===== src/rtl/stage_exe_if.sv =====
// Bundle of the execute stage's pipeline handshake, operand/control inputs,
// MEM-stage outputs, data-SRAM request and forwarding path.
// master: the environment side (decode + MEM + SRAM); slave: stage_exe.
interface stage_exe_if;
  logic        validin, allowin, validout, allowout;
  logic [31:0] input_pc, output_pc;
  logic [4:0]  input_rf_waddr, output_rf_waddr;
  logic        input_rf_we, output_rf_we;
  logic [3:0]  input_alu_op;
  logic [31:0] input_alu_src1, input_alu_src2;
  logic        input_mem_read, input_mem_write;
  logic [31:0] input_store_data;
  logic        output_mem_read;
  logic [31:0] output_alu_result;
  logic        data_sram_en;
  logic [3:0]  data_sram_we;
  logic [31:0] data_sram_addr, data_sram_wdata;
  logic [31:0] forward_data;
  logic        forward_ready;

  modport master (
    output validin, allowout, input_pc, input_rf_waddr, input_rf_we, input_alu_op,
           input_alu_src1, input_alu_src2, input_mem_read, input_mem_write, input_store_data,
    input  allowin, validout, output_pc, output_rf_waddr, output_rf_we, output_mem_read,
           output_alu_result, data_sram_en, data_sram_we, data_sram_addr, data_sram_wdata,
           forward_data, forward_ready
  );

  modport slave (
    input  validin, allowout, input_pc, input_rf_waddr, input_rf_we, input_alu_op,
           input_alu_src1, input_alu_src2, input_mem_read, input_mem_write, input_store_data,
    output allowin, validout, output_pc, output_rf_waddr, output_rf_we, output_mem_read,
           output_alu_result, data_sram_en, data_sram_we, data_sram_addr, data_sram_wdata,
           forward_data, forward_ready
  );
endinterface


===== src/rtl/stage_exe.sv =====
// Execute stage: latches decode's operands, computes the ALU result, issues
// the data-SRAM request as the instruction advances to MEM, and forwards the
// result back to decode.
// Optional macro EXE_DIV_EN: adds the 32-cycle restoring divider for ops
// 12-15 (DIV, MOD, DIVU, MODU). Without it those ops return 0 in one cycle.
module stage_exe (
  input  logic        clk,
  input  logic        rst,
  stage_exe_if.slave  bus
);
  // Instruction register
  logic        valid_q, valid_d;
  logic [31:0] pc_q, pc_d;
  logic [4:0]  rf_waddr_q, rf_waddr_d;
  logic        rf_we_q, rf_we_d;
  logic [3:0]  alu_op_q, alu_op_d;
  logic [31:0] src1_q, src1_d, src2_q, src2_d;
  logic        mem_read_q, mem_read_d, mem_write_q, mem_write_d;
  logic [31:0] store_data_q, store_data_d;

  logic        readygo, allowin, validout, refreshing, leaving, is_div;
  logic [31:0] alu_out, div_res, result;

  assign is_div     = (alu_op_q[3:2] == 2'b11);
  assign allowin    = !valid_q || (readygo && bus.allowout);
  assign validout   = valid_q && readygo;
  assign refreshing = bus.validin && allowin;
  assign leaving    = validout && bus.allowout;

  // Refresh loads a new instruction; valid follows validin whenever the slot opens
  always_comb begin
    valid_d      = valid_q;
    pc_d         = pc_q;
    rf_waddr_d   = rf_waddr_q;
    rf_we_d      = rf_we_q;
    alu_op_d     = alu_op_q;
    src1_d       = src1_q;
    src2_d       = src2_q;
    mem_read_d   = mem_read_q;
    mem_write_d  = mem_write_q;
    store_data_d = store_data_q;
    if (allowin) valid_d = bus.validin;
    if (refreshing) begin
      pc_d         = bus.input_pc;
      rf_waddr_d   = bus.input_rf_waddr;
      rf_we_d      = bus.input_rf_we;
      alu_op_d     = bus.input_alu_op;
      src1_d       = bus.input_alu_src1;
      src2_d       = bus.input_alu_src2;
      mem_read_d   = bus.input_mem_read;
      mem_write_d  = bus.input_mem_write;
      store_data_d = bus.input_store_data;
    end
  end

  // Instruction register flops
  always_ff @(posedge clk or posedge rst) begin
    if (rst) begin
      valid_q      <= 1'b0;
      pc_q         <= '0;
      rf_waddr_q   <= '0;
      rf_we_q      <= 1'b0;
      alu_op_q     <= '0;
      src1_q       <= '0;
      src2_q       <= '0;
      mem_read_q   <= 1'b0;
      mem_write_q  <= 1'b0;
      store_data_q <= '0;
    end else begin
      valid_q      <= valid_d;
      pc_q         <= pc_d;
      rf_waddr_q   <= rf_waddr_d;
      rf_we_q      <= rf_we_d;
      alu_op_q     <= alu_op_d;
      src1_q       <= src1_d;
      src2_q       <= src2_d;
      mem_read_q   <= mem_read_d;
      mem_write_q  <= mem_write_d;
      store_data_q <= store_data_d;
    end
  end

  // Single-cycle ALU; LUI operand arrives pre-shifted from decode
  always_comb begin
    alu_out = '0;
    case (alu_op_q)
      4'd0:    alu_out = src1_q + src2_q;
      4'd1:    alu_out = src1_q - src2_q;
      4'd2:    alu_out = {31'b0, $signed(src1_q) < $signed(src2_q)};
      4'd3:    alu_out = {31'b0, src1_q < src2_q};
      4'd4:    alu_out = src1_q & src2_q;
      4'd5:    alu_out = src1_q | src2_q;
      4'd6:    alu_out = ~(src1_q | src2_q);
      4'd7:    alu_out = src1_q ^ src2_q;
      4'd8:    alu_out = src1_q << src2_q[4:0];
      4'd9:    alu_out = src1_q >> src2_q[4:0];
      4'd10:   alu_out = $signed(src1_q) >>> src2_q[4:0];
      4'd11:   alu_out = src2_q;
      default: alu_out = '0;
    endcase
  end

`ifdef EXE_DIV_EN
  typedef enum logic [1:0] {DIV_IDLE, DIV_RUN, DIV_DONE} div_state_e;

  div_state_e  state_q, state_d;
  logic [31:0] quo_q, quo_d;   // shifts out dividend bits, shifts in quotient bits
  logic [31:0] rem_q, rem_d;   // partial remainder
  logic [31:0] dvs_q, dvs_d;   // divisor magnitude
  logic [4:0]  cnt_q, cnt_d;
  logic [31:0] res_q, res_d;

  logic        div_signed, q_neg, r_neg;
  logic [32:0] shifted, diff;
  logic [31:0] q_step, r_step, q_fix, r_fix;

  assign div_signed = !alu_op_q[1];
  assign q_neg      = div_signed && (src1_q[31] ^ src2_q[31]);
  assign r_neg      = div_signed && src1_q[31];

  // One restoring step per RUN cycle; sign-correct and special-case on the last one
  always_comb begin
    state_d = state_q;
    quo_d   = quo_q;
    rem_d   = rem_q;
    dvs_d   = dvs_q;
    cnt_d   = cnt_q;
    res_d   = res_q;
    shifted = {rem_q, quo_q[31]};
    diff    = shifted - {1'b0, dvs_q};
    q_step  = {quo_q[30:0], !diff[32]};
    r_step  = diff[32] ? shifted[31:0] : diff[31:0];
    q_fix   = q_neg ? (32'd0 - q_step) : q_step;
    r_fix   = r_neg ? (32'd0 - r_step) : r_step;
    case (state_q)
      DIV_IDLE: begin
        if (valid_q && is_div) begin
          state_d = DIV_RUN;
          quo_d   = (div_signed && src1_q[31]) ? (32'd0 - src1_q) : src1_q;
          dvs_d   = (div_signed && src2_q[31]) ? (32'd0 - src2_q) : src2_q;
          rem_d   = '0;
          cnt_d   = '0;
        end
      end
      DIV_RUN: begin
        quo_d = q_step;
        rem_d = r_step;
        cnt_d = cnt_q + 5'd1;
        if (cnt_q == 5'd31) begin
          state_d = DIV_DONE;
          if (src2_q == 32'd0) res_d = alu_op_q[0] ? src1_q : 32'hFFFF_FFFF;
          else                 res_d = alu_op_q[0] ? r_fix  : q_fix;
        end
      end
      DIV_DONE: if (leaving) state_d = DIV_IDLE;
      default:  state_d = DIV_IDLE;
    endcase
  end

  // Divider flops
  always_ff @(posedge clk or posedge rst) begin
    if (rst) begin
      state_q <= DIV_IDLE;
      quo_q   <= '0;
      rem_q   <= '0;
      dvs_q   <= '0;
      cnt_q   <= '0;
      res_q   <= '0;
    end else begin
      state_q <= state_d;
      quo_q   <= quo_d;
      rem_q   <= rem_d;
      dvs_q   <= dvs_d;
      cnt_q   <= cnt_d;
      res_q   <= res_d;
    end
  end

  assign readygo = !is_div || (state_q == DIV_DONE);
  assign div_res = res_q;
`else
  assign readygo = 1'b1;
  assign div_res = '0;
`endif

  assign result = is_div ? div_res : alu_out;

  assign bus.allowin           = allowin;
  assign bus.validout          = validout;
  assign bus.output_pc         = pc_q;
  assign bus.output_rf_waddr   = rf_waddr_q;
  assign bus.output_rf_we      = rf_we_q;
  assign bus.output_mem_read   = mem_read_q;
  assign bus.output_alu_result = result;
  // Request only in the cycle the instruction actually moves into MEM
  assign bus.data_sram_en      = leaving && (mem_read_q || mem_write_q);
  assign bus.data_sram_we      = {4{bus.data_sram_en && mem_write_q}};
  assign bus.data_sram_addr    = result;
  assign bus.data_sram_wdata   = store_data_q;
  assign bus.forward_data      = result;
  assign bus.forward_ready     = validout && !mem_read_q;
endmodule


===== src/flat_wrapper.sv =====
// flat-port wrapper written by rule: the top's interface ports become plain ports
module stage_exe_flat 
  (clk, rst, bus_validin, bus_allowout, bus_input_pc, bus_input_rf_waddr, bus_input_rf_we, bus_input_alu_op, bus_input_alu_src1, bus_input_alu_src2, bus_input_mem_read, bus_input_mem_write, bus_input_store_data, bus_allowin, bus_validout, bus_output_pc, bus_output_rf_waddr, bus_output_rf_we, bus_output_mem_read, bus_output_alu_result, bus_data_sram_en, bus_data_sram_we, bus_data_sram_addr, bus_data_sram_wdata, bus_forward_data, bus_forward_ready);
  stage_exe_if bus_i ();
  input  logic clk;
  input  logic rst;
  input wire logic [$bits(bus_i.validin)-1:0] bus_validin;
  input wire logic [$bits(bus_i.allowout)-1:0] bus_allowout;
  input wire logic [$bits(bus_i.input_pc)-1:0] bus_input_pc;
  input wire logic [$bits(bus_i.input_rf_waddr)-1:0] bus_input_rf_waddr;
  input wire logic [$bits(bus_i.input_rf_we)-1:0] bus_input_rf_we;
  input wire logic [$bits(bus_i.input_alu_op)-1:0] bus_input_alu_op;
  input wire logic [$bits(bus_i.input_alu_src1)-1:0] bus_input_alu_src1;
  input wire logic [$bits(bus_i.input_alu_src2)-1:0] bus_input_alu_src2;
  input wire logic [$bits(bus_i.input_mem_read)-1:0] bus_input_mem_read;
  input wire logic [$bits(bus_i.input_mem_write)-1:0] bus_input_mem_write;
  input wire logic [$bits(bus_i.input_store_data)-1:0] bus_input_store_data;
  output wire logic [$bits(bus_i.allowin)-1:0] bus_allowin;
  output wire logic [$bits(bus_i.validout)-1:0] bus_validout;
  output wire logic [$bits(bus_i.output_pc)-1:0] bus_output_pc;
  output wire logic [$bits(bus_i.output_rf_waddr)-1:0] bus_output_rf_waddr;
  output wire logic [$bits(bus_i.output_rf_we)-1:0] bus_output_rf_we;
  output wire logic [$bits(bus_i.output_mem_read)-1:0] bus_output_mem_read;
  output wire logic [$bits(bus_i.output_alu_result)-1:0] bus_output_alu_result;
  output wire logic [$bits(bus_i.data_sram_en)-1:0] bus_data_sram_en;
  output wire logic [$bits(bus_i.data_sram_we)-1:0] bus_data_sram_we;
  output wire logic [$bits(bus_i.data_sram_addr)-1:0] bus_data_sram_addr;
  output wire logic [$bits(bus_i.data_sram_wdata)-1:0] bus_data_sram_wdata;
  output wire logic [$bits(bus_i.forward_data)-1:0] bus_forward_data;
  output wire logic [$bits(bus_i.forward_ready)-1:0] bus_forward_ready;
  assign bus_i.validin = bus_validin;
  assign bus_i.allowout = bus_allowout;
  assign bus_i.input_pc = bus_input_pc;
  assign bus_i.input_rf_waddr = bus_input_rf_waddr;
  assign bus_i.input_rf_we = bus_input_rf_we;
  assign bus_i.input_alu_op = bus_input_alu_op;
  assign bus_i.input_alu_src1 = bus_input_alu_src1;
  assign bus_i.input_alu_src2 = bus_input_alu_src2;
  assign bus_i.input_mem_read = bus_input_mem_read;
  assign bus_i.input_mem_write = bus_input_mem_write;
  assign bus_i.input_store_data = bus_input_store_data;
  assign bus_allowin = bus_i.allowin;
  assign bus_validout = bus_i.validout;
  assign bus_output_pc = bus_i.output_pc;
  assign bus_output_rf_waddr = bus_i.output_rf_waddr;
  assign bus_output_rf_we = bus_i.output_rf_we;
  assign bus_output_mem_read = bus_i.output_mem_read;
  assign bus_output_alu_result = bus_i.output_alu_result;
  assign bus_data_sram_en = bus_i.data_sram_en;
  assign bus_data_sram_we = bus_i.data_sram_we;
  assign bus_data_sram_addr = bus_i.data_sram_addr;
  assign bus_data_sram_wdata = bus_i.data_sram_wdata;
  assign bus_forward_data = bus_i.forward_data;
  assign bus_forward_ready = bus_i.forward_ready;
  stage_exe u_core (.clk(clk), .rst(rst), .bus(bus_i));
endmodule

===== config.mk =====
export PLATFORM = sky130hd
export DESIGN_NAME = stage_exe_flat
export DESIGN_NICKNAME = d
export VERILOG_FILES = /design/src/rtl/stage_exe_if.sv /design/src/rtl/stage_exe.sv /design/src/flat_wrapper.sv
export SDC_FILE = /design/constraint.sdc
export NUM_CORES = 1
export LEC_CHECK = 0
export BUFFER_PORTS_ARGS = -buffer_cell sky130_fd_sc_hd__buf_4
export CORE_MARGIN = 4
export CORE_UTILIZATION = 25
export CTS_BUF_LIST = sky130_fd_sc_hd__clkbuf_8
export CTS_CLUSTER_SIZE = 10
export DETAILED_ROUTE_END_ITERATION = 10
export GPL_TIMING_DRIVEN = 0
export PLACE_DENSITY_LB_ADDON = 0.3
export SLEW_MARGIN = 20
export SYNTH_ARGS = -nofsm -noshare
export SYNTH_HDL_FRONTEND = slang
export SYNTH_SLANG_ARGS = --single-unit

===== constraint.sdc =====
create_clock -name clk -period 9.2 [get_ports clk]
set_clock_uncertainty 0.1 [all_clocks]
set_input_delay 1.84 -clock clk [delete_from_list [all_inputs] [get_ports clk]]
set_output_delay 1.84 -clock clk [all_outputs]
set_load 0.01 [all_outputs]

==> summary.txt, run 1 <==
Logic synthesis
  • Mapped Cells: 1785
  • Syn nets: 2035
  • Avg Synthesized Cell Area: 8.20 um^2
  • Top post-synthesis cells by area: dfrtp_1 (24%), mux2_2 (12%), ha_1 (8.9%)
  • Ys flop type: dfrtp_1
  • Synth area leader: dfrtp_1
  • Distinct cells, synth: 82
  • Register area share after synthesis: 0.241
  • FF+latch count, synth: 141
  • Yosys top cell area share: 0.241
  • Cell Area, Synth: 14600 um^2
  • Async SR Flop Fraction: 1.00
  • Number of flops mapped to enable cells by yosys: 0
  • Synth Warn #: 0

Floorplan
  • Core Region: 57800 um^2
  • I/O pins: 319
  • Row count: 88
  • Initial Util: 0.253
  • Die X: 250 um
  • Die Footprint: 62500 um^2
  • Die height: 250 um

Clock network
  • # hold bufs at CTS: 0
  • Clock H-tree levels: 4
  • Setup Buffers After CTS: 0
  • Worst-Skew Late Latency: 0.58 ns
  • Clock sink count: 141
  • CTS max path bufs: 2
  • Clock root buffer: clkbuf_8
  • TritonCTS buffer count: 17
  • Post-CTS sizing: 0
  • Worst-path clk slew: 0.10 ns
  • CTS tree: done

Run status
  • Status: finished clean

STA
  • Endpoints failing setup: 0
  • Final Max Slew Viols: 0
  • Worst-Margin Slew: 1.09 ns
  • Hold Fails Final Rpt: 0
  • RSZ-0062 raised after global routing: false
  • Slew HR: 0.271
  • Fmax: 0.119 GHz
  • Crit share post-route: 0.917
  • Setup TNS Final: 0 ns
  • Tmin final: 8.44 ns

Global routing
  • GRT Overall Usage: 0.235
  • Vias in the first global route: 16000
  • GRT Max-Usage Layer: met2
  • Met1 Use GR: 0.304
  • First-pass GRT wire length: 110000 um
  • Grt met2 use: 0.374
  • GR Util met3: 0.0550
  • GR Overflow Total: 0
  • Largest net degree at the start of global routing: 77
  • Antenna violations before repair: 2

Placement
  • Detailed Place HPWL: 61500 um
  • Placer Congestion: 1.01
  • I/O Buffers: 318
  • Placed Area: 18000 um^2

Pwr
  • Gate power share: 0.652
  • VDD IR max: 0.000132 V
  • Flop pwr share: 0.212
  • Switching share of power: 0.502
  • Sw Pwr: 2040 uW
  • Pint: 2020 uW
  • Lkg Pwr: 0.00823 uW
  • PD cells: 220 nW/um^2
  • Clk pwr share: 0.137

Final layout
  • Final Util: 0.319
  • Most frequent cells in the layout: buf_4 (386), nor2_1 (180), a21oi_1 (155), mux2_2 (153), dfrtp_1 (141)
  • Commonest non-fill, non-tap cell in the layout: buf_4
  • Area Overhead vs Synth: 26.1%
  • Layout cells sized above 1: 0.298
  • Cell area after layout: 18500 um^2
  • Layout Nets: 2374

Critical path
  • Worst EP arrival: 6.50 ns
  • Crit. End Element: output port
  • Critical path class: reg -> out
  • Critical path peak fanout: 11
  • CP Launch Type: flop
  • Critical Path RT: 7.26 ns

Drt
  • Final wirelength: 76300 um
  • # DRC: 0
  • Vias: 16300
  • Wire per inst: 26.3 um
  • DRT iter0 DRCs: 1771
  • Via/cell ratio: 5.63
  • Number of nets with antenna violations after routing: 0
  • Router iterations before antenna repair: 6

Run
  • Max_cap viols: 0

Min path
  • Min-delay worst type: reg -> reg
-- per-stage QoR --
step / hold WS [ns] / total power, uW / setup WS [ns] / std cells
after floorplan: 0.396 / 2340 / 3.30 / 1785
after global placement: 0.390 / 3430 / 1.43 / 2868
after detailed placement: 0.394 / 3450 / 1.61 / 2870
after CTS: 0.418 / 4030 / 0.935 / 2902
after global routing: 0.426 / 4290 / 0.734 / 2903
final: 0.417 / 4050 / 0.762 / 2903
-- cell usage after synthesis, types with 28 or more instances --
| library cell | number |
|---|---|
| a21oi_1 | 155 |
| a211oi_1 | 28 |
| ha_1 | 104 |
| clkbuf_1 | 85 |
| dfrtp_1 | 141 |
| mux2_2 | 153 |
| nor3_1 | 28 |
| mux2i_1 | 47 |
| inv_1 | 99 |
| nor2_1 | 180 |
| o21ai_0 | 136 |
| nand2_1 | 139 |
| buf_4 | 68 |
-- power groups by stage --
stage | clock, uW | combinational, uW | sequential, uW
after floorplan | 0 | 1520 | 819
after global placement | 0 | 2570 | 860
after detailed placement | 0 | 2590 | 864
after CTS | 583 | 2600 | 852
after global routing | 607 | 2820 | 868
final | 554 | 2640 | 858
-- flip-flops by register name, summed over array words and instances, names as in the netlist --
name / cells
u_core.mem_write_q: 1
u_core.alu_op_q: 4
u_core.bus.output_rf_we: 1
u_core.src1_q: 32
u_core.bus.output_mem_read: 1
u_core.bus.output_pc: 32
u_core.bus.data_sram_wdata: 32
u_core.bus.validout: 1
u_core.bus.output_rf_waddr: 5
u_core.src2_q: 32
-- final cells by class --
| cell class | count | area (um^2) |
|---|---|---|
| Multi-Input combinational cell | 1350 | 9720 |
| Antenna cell | 1 | 2.50 |
| Clock inverter | 15 | 186 |
| Clock buffer | 17 | 234 |
| Tap cell | 765 | 957 |
| Buffer | 194 | 1020 |
| Timing Repair Buffer | 320 | 2420 |
| Inverter | 100 | 383 |
| Fill cell | 6189 | 39400 |
| Sequential cell | 141 | 3530 |
-- cells by family (layout without fill, tap and decap cells) --
group	Yosys count	after routing	synth area share
AND/OR/NAND/NOR	448	448	0.133
other	0	1	0
multiplexers	215	215	0.173
adder cells (fa/ha/maj)	106	106	0.0917
XOR/XNOR	4	4	0.00240
flip-flops	141	141	0.241
buffers and inverters	294	646	0.0955
AO/OA/AOI/OAI	577	577	0.263
-- critical path, cell delays in order, from the launching register on --
cell	delay [ns]
dfrtp_1	0.43
clkbuf_1	0.22
inv_1	0.18
buf_2	0.34
buf_2	0.35
buf_1	0.55
ha_1	0.26
buf_6	0.14
nor3_1	0.06
o31ai_1	0.43
a21oi_1	0.24
o41ai_1	0.85
nand2_1	0.17
a31oi_1	0.25
o21ba_2	0.22
o22ai_1	0.09
o21ai_0	0.36
o2111ai_1	0.37
buf_4	0.25
buf_4	0.13
-- path summary, 6_finish.rpt --
path	start	end	slack, ns	cells after the start
worst min register to register	u_core.bus.data_sram_wdata[30]	u_core.bus.data_sram_wdata[30]	0.42	1
worst max register to register	u_core.src2_q[2]	u_core.src2_q[2]	5.96	6
min in group asynchronous	rst	u_core.src2_q[20]	1.21	2
max in group asynchronous	rst	u_core.src2_q[28]	7.03	3
worst max-delay path	u_core.src2_q[2]	bus_output_alu_result[23]	0.76	19
worst min-delay path	u_core.bus.data_sram_wdata[30]	u_core.bus.data_sram_wdata[30]	0.42	1
-- layer usage --
| metal | part of all wire | wire (um) | up-vias |
|---|---|---|---|
| met5 | 0.00013 | 10 | - |
| met4 | 0.050 | 3810 | 2 |
| met3 | 0.093 | 7120 | 191 |
| met2 | 0.45 | 34200 | 1039 |
| met1 | 0.41 | 31200 | 7946 |
| li1 | - | - | 7161 |
Note: power is estimated with default switching activity, not from simulation.
==> run 2, diff against run 1 <==
ABC_AREA = 1   (was unset)
==> run 2 against run 1 <==
- combinational power down 3%
- largest cell class unchanged
- worst hold slack better by 0.0011 ns
- synthesized cell count rose by 51%
- final area increased by 8.4%
- final cell count grew 34%
- maximum frequency is 19% higher
- wire length increased by 16%
- power decreased by 3.1%
- first-iteration DRC count increased by 38%
==> summary.txt, run 2 <==
Run status
  • Status: finished clean

Final layout
  • Final Util: 0.315
  • Most frequent cells in the layout: nand2_1 (817), nand3_1 (476), buf_4 (389), inv_1 (314), nor2_1 (252)
  • Layout cells sized above 1: 0.190
  • Commonest non-fill, non-tap cell in the layout: nand2_1
  • Area Overhead vs Synth: 24.0%
  • Layout Nets: 3283

Run
  • Max_cap viols: 0

Clock network
  • Clock root buffer: clkbuf_8
  • CTS tree: done
  • Setup Buffers After CTS: 0
  • Worst-path clk slew: 0.10 ns
  • Worst-Skew Late Latency: 0.55 ns
  • Clock sink count: 141
  • CTS max path bufs: 2
  • Post-CTS sizing: 0
  • TritonCTS buffer count: 17
  • # hold bufs at CTS: 0
  • Clock H-tree levels: 4

Logic synthesis
  • Number of flops mapped to enable cells by yosys: 0
  • Ys flop type: dfrtp_1
  • Avg Synthesized Cell Area: 5.99 um^2
  • Synth Warn #: 0
  • Yosys top cell area share: 0.219
  • Top post-synthesis cells by area: dfrtp_1 (22%), nand2_1 (19%), nand3_1 (15%)
  • FF+latch count, synth: 141
  • Cell Area, Synth: 16100 um^2
  • Async SR Flop Fraction: 1.00
  • Register area share after synthesis: 0.219
  • Synth top cells by count: nand2_1 (817), nand3_1 (476), inv_1 (315)
  • Distinct cells, synth: 38
  • Syn nets: 2945
  • Synth area leader: dfrtp_1
  • Most frequent cell after synthesis: nand2_1
  • Mapped Cells: 2695

STA
  • Fmax: 0.141 GHz
  • Worst-Margin Slew: 1.04 ns
  • Crit share post-route: 0.769
  • Setup TNS Final: 0 ns
  • Slew HR: 0.306
  • RSZ-0062 raised after global routing: false
  • Tmin final: 7.07 ns
  • Endpoints failing setup: 0
  • Hold Fails Final Rpt: 0
  • Final Max Slew Viols: 0

Global routing
  • Largest net degree at the start of global routing: 74
  • GR Overflow Total: 0
  • Antenna violations before repair: 5
  • Vias in the first global route: 18700
  • First-pass GRT wire length: 126000 um
  • GRT Overall Usage: 0.250

Critical path
  • CP Launch Type: flop
  • Critical path peak fanout: 11
  • Crit. End Element: output port
  • Worst EP arrival: 5.13 ns
  • Critical Path RT: 7.26 ns
  • Critical path class: reg -> out

Floorplan
  • Row count: 92
  • Core Region: 63400 um^2
  • Die height: 262 um
  • Die X: 262 um
  • Die Footprint: 68700 um^2
  • Initial Util: 0.254
  • I/O pins: 319

Drt
  • DRT iter0 DRCs: 2442
  • # DRC: 0
  • Final wirelength: 88300 um
  • Router iterations before antenna repair: 9
  • Vias: 20000
  • Number of nets with antenna violations after routing: 0
  • Wire per inst: 22.7 um
  • Via/cell ratio: 5.14

Placement
  • I/O Buffers: 318
  • Placer Congestion: 1.03
  • Detailed Place HPWL: 72200 um

Pwr
  • Lkg Pwr: 0.0108 uW
  • PD cells: 196 nW/um^2
  • VDD IR max: 0.000129 V

Min path
  • Min-delay worst type: reg -> reg
==> run 2: changes by cell type after synthesis, sizes merged, moves of 21 or more <==
cell / previous run / this run
nand2: 139 / 817
a21o: 22 / 1
clkbuf: 85 / 39
inv: 100 / 325
mux2: 153 / 72
a221oi: 28 / 3
buf: 109 / 149
a211oi: 30 / 0
mux2i: 47 / 0
o21ai: 141 / 70
nor2: 180 / 258
a21oi: 155 / 129
nand3: 26 / 476
==> run 2: kinds of logic (layout without fill, tap and decap cells) <==
kind of cell / count (synthesis) / count (layout) / synth area share
adders and majority gates: 106 / 106 / 0.0831
buffers and inverters: 514 / 865 / 0.141
and+or+nand+nor: 1608 / 1608 / 0.420
muxes: 72 / 72 / 0.0503
AOI/OAI and AO/OA: 254 / 254 / 0.0871
other: 0 / 1 / 0
DFF: 141 / 141 / 0.219
==> run 2: power by group <==
| part | internal [uW] | switching [uW] |
|---|---|---|
| sequential | 708 | 112 |
| clock | 209 | 346 |
| combinational | 902 | 1650 |
| total | 1820 | 2110 |
==> run 2: worst paths after layout <==
path                                               start                       end  slack, ns  cells past startpoint
worst max register to register       u_core.bus.validout          u_core.src2_q[3]       6.65                      6
worst min-delay path            u_core.bus.output_pc[14]  u_core.bus.output_pc[14]       0.42                      1
min in group asynchronous                            rst  u_core.bus.output_pc[23]       1.18                      2
max in group asynchronous                            rst         u_core.src1_q[26]       6.94                      3
worst max-delay path                    u_core.src2_q[4]      bus_forward_data[15]       2.13                     15
worst min register to register  u_core.bus.output_pc[14]  u_core.bus.output_pc[14]       0.42                      1
==> run 2: final cells by class <==
type | instances | area, um^2
multi-input combinational | 2040 | 10300
sequential | 141 | 3530
clock inverter | 14 | 141
fill | 7196 | 43400
inverter | 326 | 1230
antenna | 1 | 2.50
clock buffer | 18 | 248
buffer | 188 | 1060
timing repair buffer | 319 | 2410
tap | 846 | 1060
==> run 2: worst max-delay path: stages (launching register included) <==
cell and delay [ns]:
dfrtp_1 0.43, buf_2 0.33, clkinv_1 0.40, clkbuf_1 0.51, ha_1 0.59, nand2_1 0.10, nor2_1 0.15, nand3_1 0.15
nand2_1 0.21, nand2_1 0.08, nand2_1 0.25, o21ai_0 0.12, o21ai_0 0.35, nand3_1 0.47, buf_4 0.29, buf_4 0.13
==> run 2: metrics by stage <==
stage / hold slack [ns] / cell area [um^2] / setup WS (ns) / std cells / total power, uW
after detailed placement: 0.394 / 19600 / 2.90 / 3860 / 3330
after floorplan: 0.396 / 16100 / 3.48 / 2695 / 2260
after CTS: 0.420 / 20000 / 2.25 / 3892 / 3900
after global routing: 0.433 / 20000 / 2.10 / 3892 / 4180
after global placement: 0.388 / 19600 / 1.23 / 3859 / 3330
final: 0.418 / 20000 / 2.13 / 3893 / 3930
==> run 2: per-layer routing <==
| layer | share of wire | track usage | vias to the layer above |
|---|---|---|---|
| met2 | 0.43 | 0.387 | 1261 |
| met3 | 0.12 | 0.0731 | 201 |
| met4 | 0.047 | 0.101 | 8 |
| li1 | - | - | 9280 |
| met5 | 0.00069 | 0 | - |
| met1 | 0.40 | 0.326 | 9266 |
==> run 3, diff against run 2 <==
ABC_AREA = 0   (was 1)
clock period = 6.81 ns   (was 9.2 ns; I/O delays follow)
==> run 3 against run 2 <==
- non-clock buffer count is 8 higher
- register-to-register slack worse by 3.0 ns
- worst setup slack worse by 2.0 ns
- sequential power is 41% higher
- clock power is 35% higher
- final area is 7.1% lower
- critical endpoint is now bus_output_alu_result[26]
==> summary.txt, run 3 (same netlist as run 1, synthesis figures left out) <==
Critical path
  • CP Launch Type: flop
  • Crit path max-delay family: compound AO/OA/AOI/OAI gates
  • Worst Path Buf+Inv: 7
  • CP cell instances: inv_1 > buf_4 > buf_4 > buf_4 > ha_1 > buf_6 > a211oi_2 > o21ai_2 > o2111a_1 > o2111ai_2 > and2_4 > o21bai_1 > a21o_1 > a311oi_2 > o221ai_1 > a221o_1 > buf_4 > buf_4
  • R2r setup slk: 3.62 ns
  • CP max-delay cell: dfrtp_2
  • Crit. End Element: output port
  • Reg2Reg Launch Point: u_core.src2_q[3]
  • Critical path depth: 18
  • Slowest stage delay, CP: 0.51 ns
  • Critical path class: reg -> out
  • Critical Path RT: 5.35 ns
  • Most common cell on crit path: buf_4
  • Critical path peak fanout: 11
  • Worst EP arrival: 5.23 ns
  • R2R Path End: u_core.src2_q[3]
  • R2R depth: 5

Drt
  • DRT iter0 DRCs: 1630
  • Met1 WL: 31200 um
  • Wire per inst: 26.2 um
  • Number of nets with antenna violations after routing: 0
  • Final wirelength: 76200 um
  • Via/cell ratio: 5.59
  • DR top layer: met5
  • # DRC: 0
  • Vias: 16200
  • Met3 routed WL: 7040 um
  • Met2 wire length: 34400 um
  • Router iterations before antenna repair: 6

Clock network
  • TritonCTS buffer count: 17
  • Worst-Skew Late Latency: 0.57 ns
  • Clock sink count: 141
  • CTS max path bufs: 2
  • # hold bufs at CTS: 0
  • Worst-path clk slew: 0.10 ns
  • Clock root buffer: clkbuf_8
  • CTS tree: done
  • Clock H-tree levels: 4

Global routing
  • Largest net degree at the start of global routing: 77
  • First-pass GRT wire length: 110000 um
  • GRT Overall Usage: 0.235
  • GR Overflow Total: 0
  • Antenna violations before repair: 2
  • Vias in the first global route: 16000

Pwr
  • PD cells: 296 nW/um^2
  • VDD IR max: 0.000178 V
  • Lkg Pwr: 0.00827 uW
  • Total Power: 5510 uW

Floorplan
  • Initial Util: 0.253
  • Die Footprint: 62500 um^2
  • Die height: 250 um
  • Die X: 250 um
  • I/O pins: 319
  • Core Region: 57800 um^2
  • Row count: 88

STA
  • Worst-Margin Slew: 1.17 ns
  • Setup TNS Final: 0 ns
  • Slew HR: 0.216
  • Endpoints failing setup: 0
  • Hold Fails Final Rpt: 0
  • Crit share post-route: 0.982
  • Fmax: 0.150 GHz
  • Tmin final: 6.69 ns
  • Final Max Slew Viols: 0

Final layout
  • # fillers: 6170
  • Layout Nets: 2375
  • Commonest non-fill, non-tap cell in the layout: buf_4
  • Layout cells sized above 1: 0.309
  • Most frequent cells in the layout: buf_4 (394), nor2_1 (180), mux2_2 (153), a21oi_1 (153), dfrtp_1 (140)
  • Area Overhead vs Synth: 27.1%

Placement
  • Placer Congestion: 1.01
  • I/O Buffers: 318
  • Detailed Place HPWL: 61500 um

Min path
  • Hold Crit Start: u_core.bus.data_sram_wdata[30]
  • Hold Crit Depth: 1
  • Min-delay worst type: reg -> reg
  • Hold EP: u_core.bus.data_sram_wdata[30]

Run status
  • Status: finished clean

Run
  • Max_cap viols: 0
==> run 3: area by class of cell <==
type	instances	area, um^2	area share
antenna	1	2.50	0.000135
buffer	190	1020	0.0550
clock buffer	17	234	0.0126
clock inverter	15	186	0.0100
inverter	100	394	0.0212
multi-input combinational	1350	9810	0.528
sequential	141	3530	0.190
tap	765	957	0.0515
timing repair buffer	325	2460	0.132
==> run 3: layer usage <==
layer / track usage / vias up
li1: - / 7146
met1: 0.304 / 7953
met2: 0.375 / 969
met3: 0.0555 / 158
met4: 0.103 / 2
met5: 0 / -
==> run 3: how the worst max path moves through the flow <==
stage / end / start
after floorplan: bus_forward_data[26] / u_core.src2_q[2]
after global placement: u_core.src2_q[27] / rst
after detailed placement: bus_output_alu_result[23] / u_core.src2_q[2]
after CTS: bus_output_alu_result[20] / u_core.src2_q[0]
after global routing: bus_output_alu_result[30] / u_core.src2_q[1]
final: bus_output_alu_result[26] / u_core.src2_q[2]
==> run 3: timing repair <==
action | in CTS | in global routing
buffers inserted | 1 | 4
resized for setup | 19 | 13
setup endpoints to repair | 60 | 44
pin swaps | 0 | 1
hold endpoints to repair | 0 | 0
==> run 3: where the power goes <==
| group | total [uW] | internal (uW) | switching, uW |
|---|---|---|---|
| logic | 3600 | 1500 | 2100 |
| registers | 1160 | 958 | 203 |
| clock network | 747 | 283 | 464 |
==> run 3: through the flow <==
| stage | cells | utilization | cell area (um^2) | setup WS [ns] | hold WS, ns |
|---|---|---|---|---|---|
| finish | 2904 | 0.322 | 18600 | 0.123 | 0.417 |
| global route | 2904 | 0.322 | 18600 | -0.00896 | 0.426 |
| CTS | 2900 | 0.321 | 18500 | 0.0166 | 0.418 |
| detailed placement | 2870 | 0.312 | 18000 | -0.299 | 0.394 |
| global placement | 2868 | 0.311 | 18000 | -0.486 | 0.390 |
| floorplan | 1785 | - | 14600 | 1.39 | 0.396 |
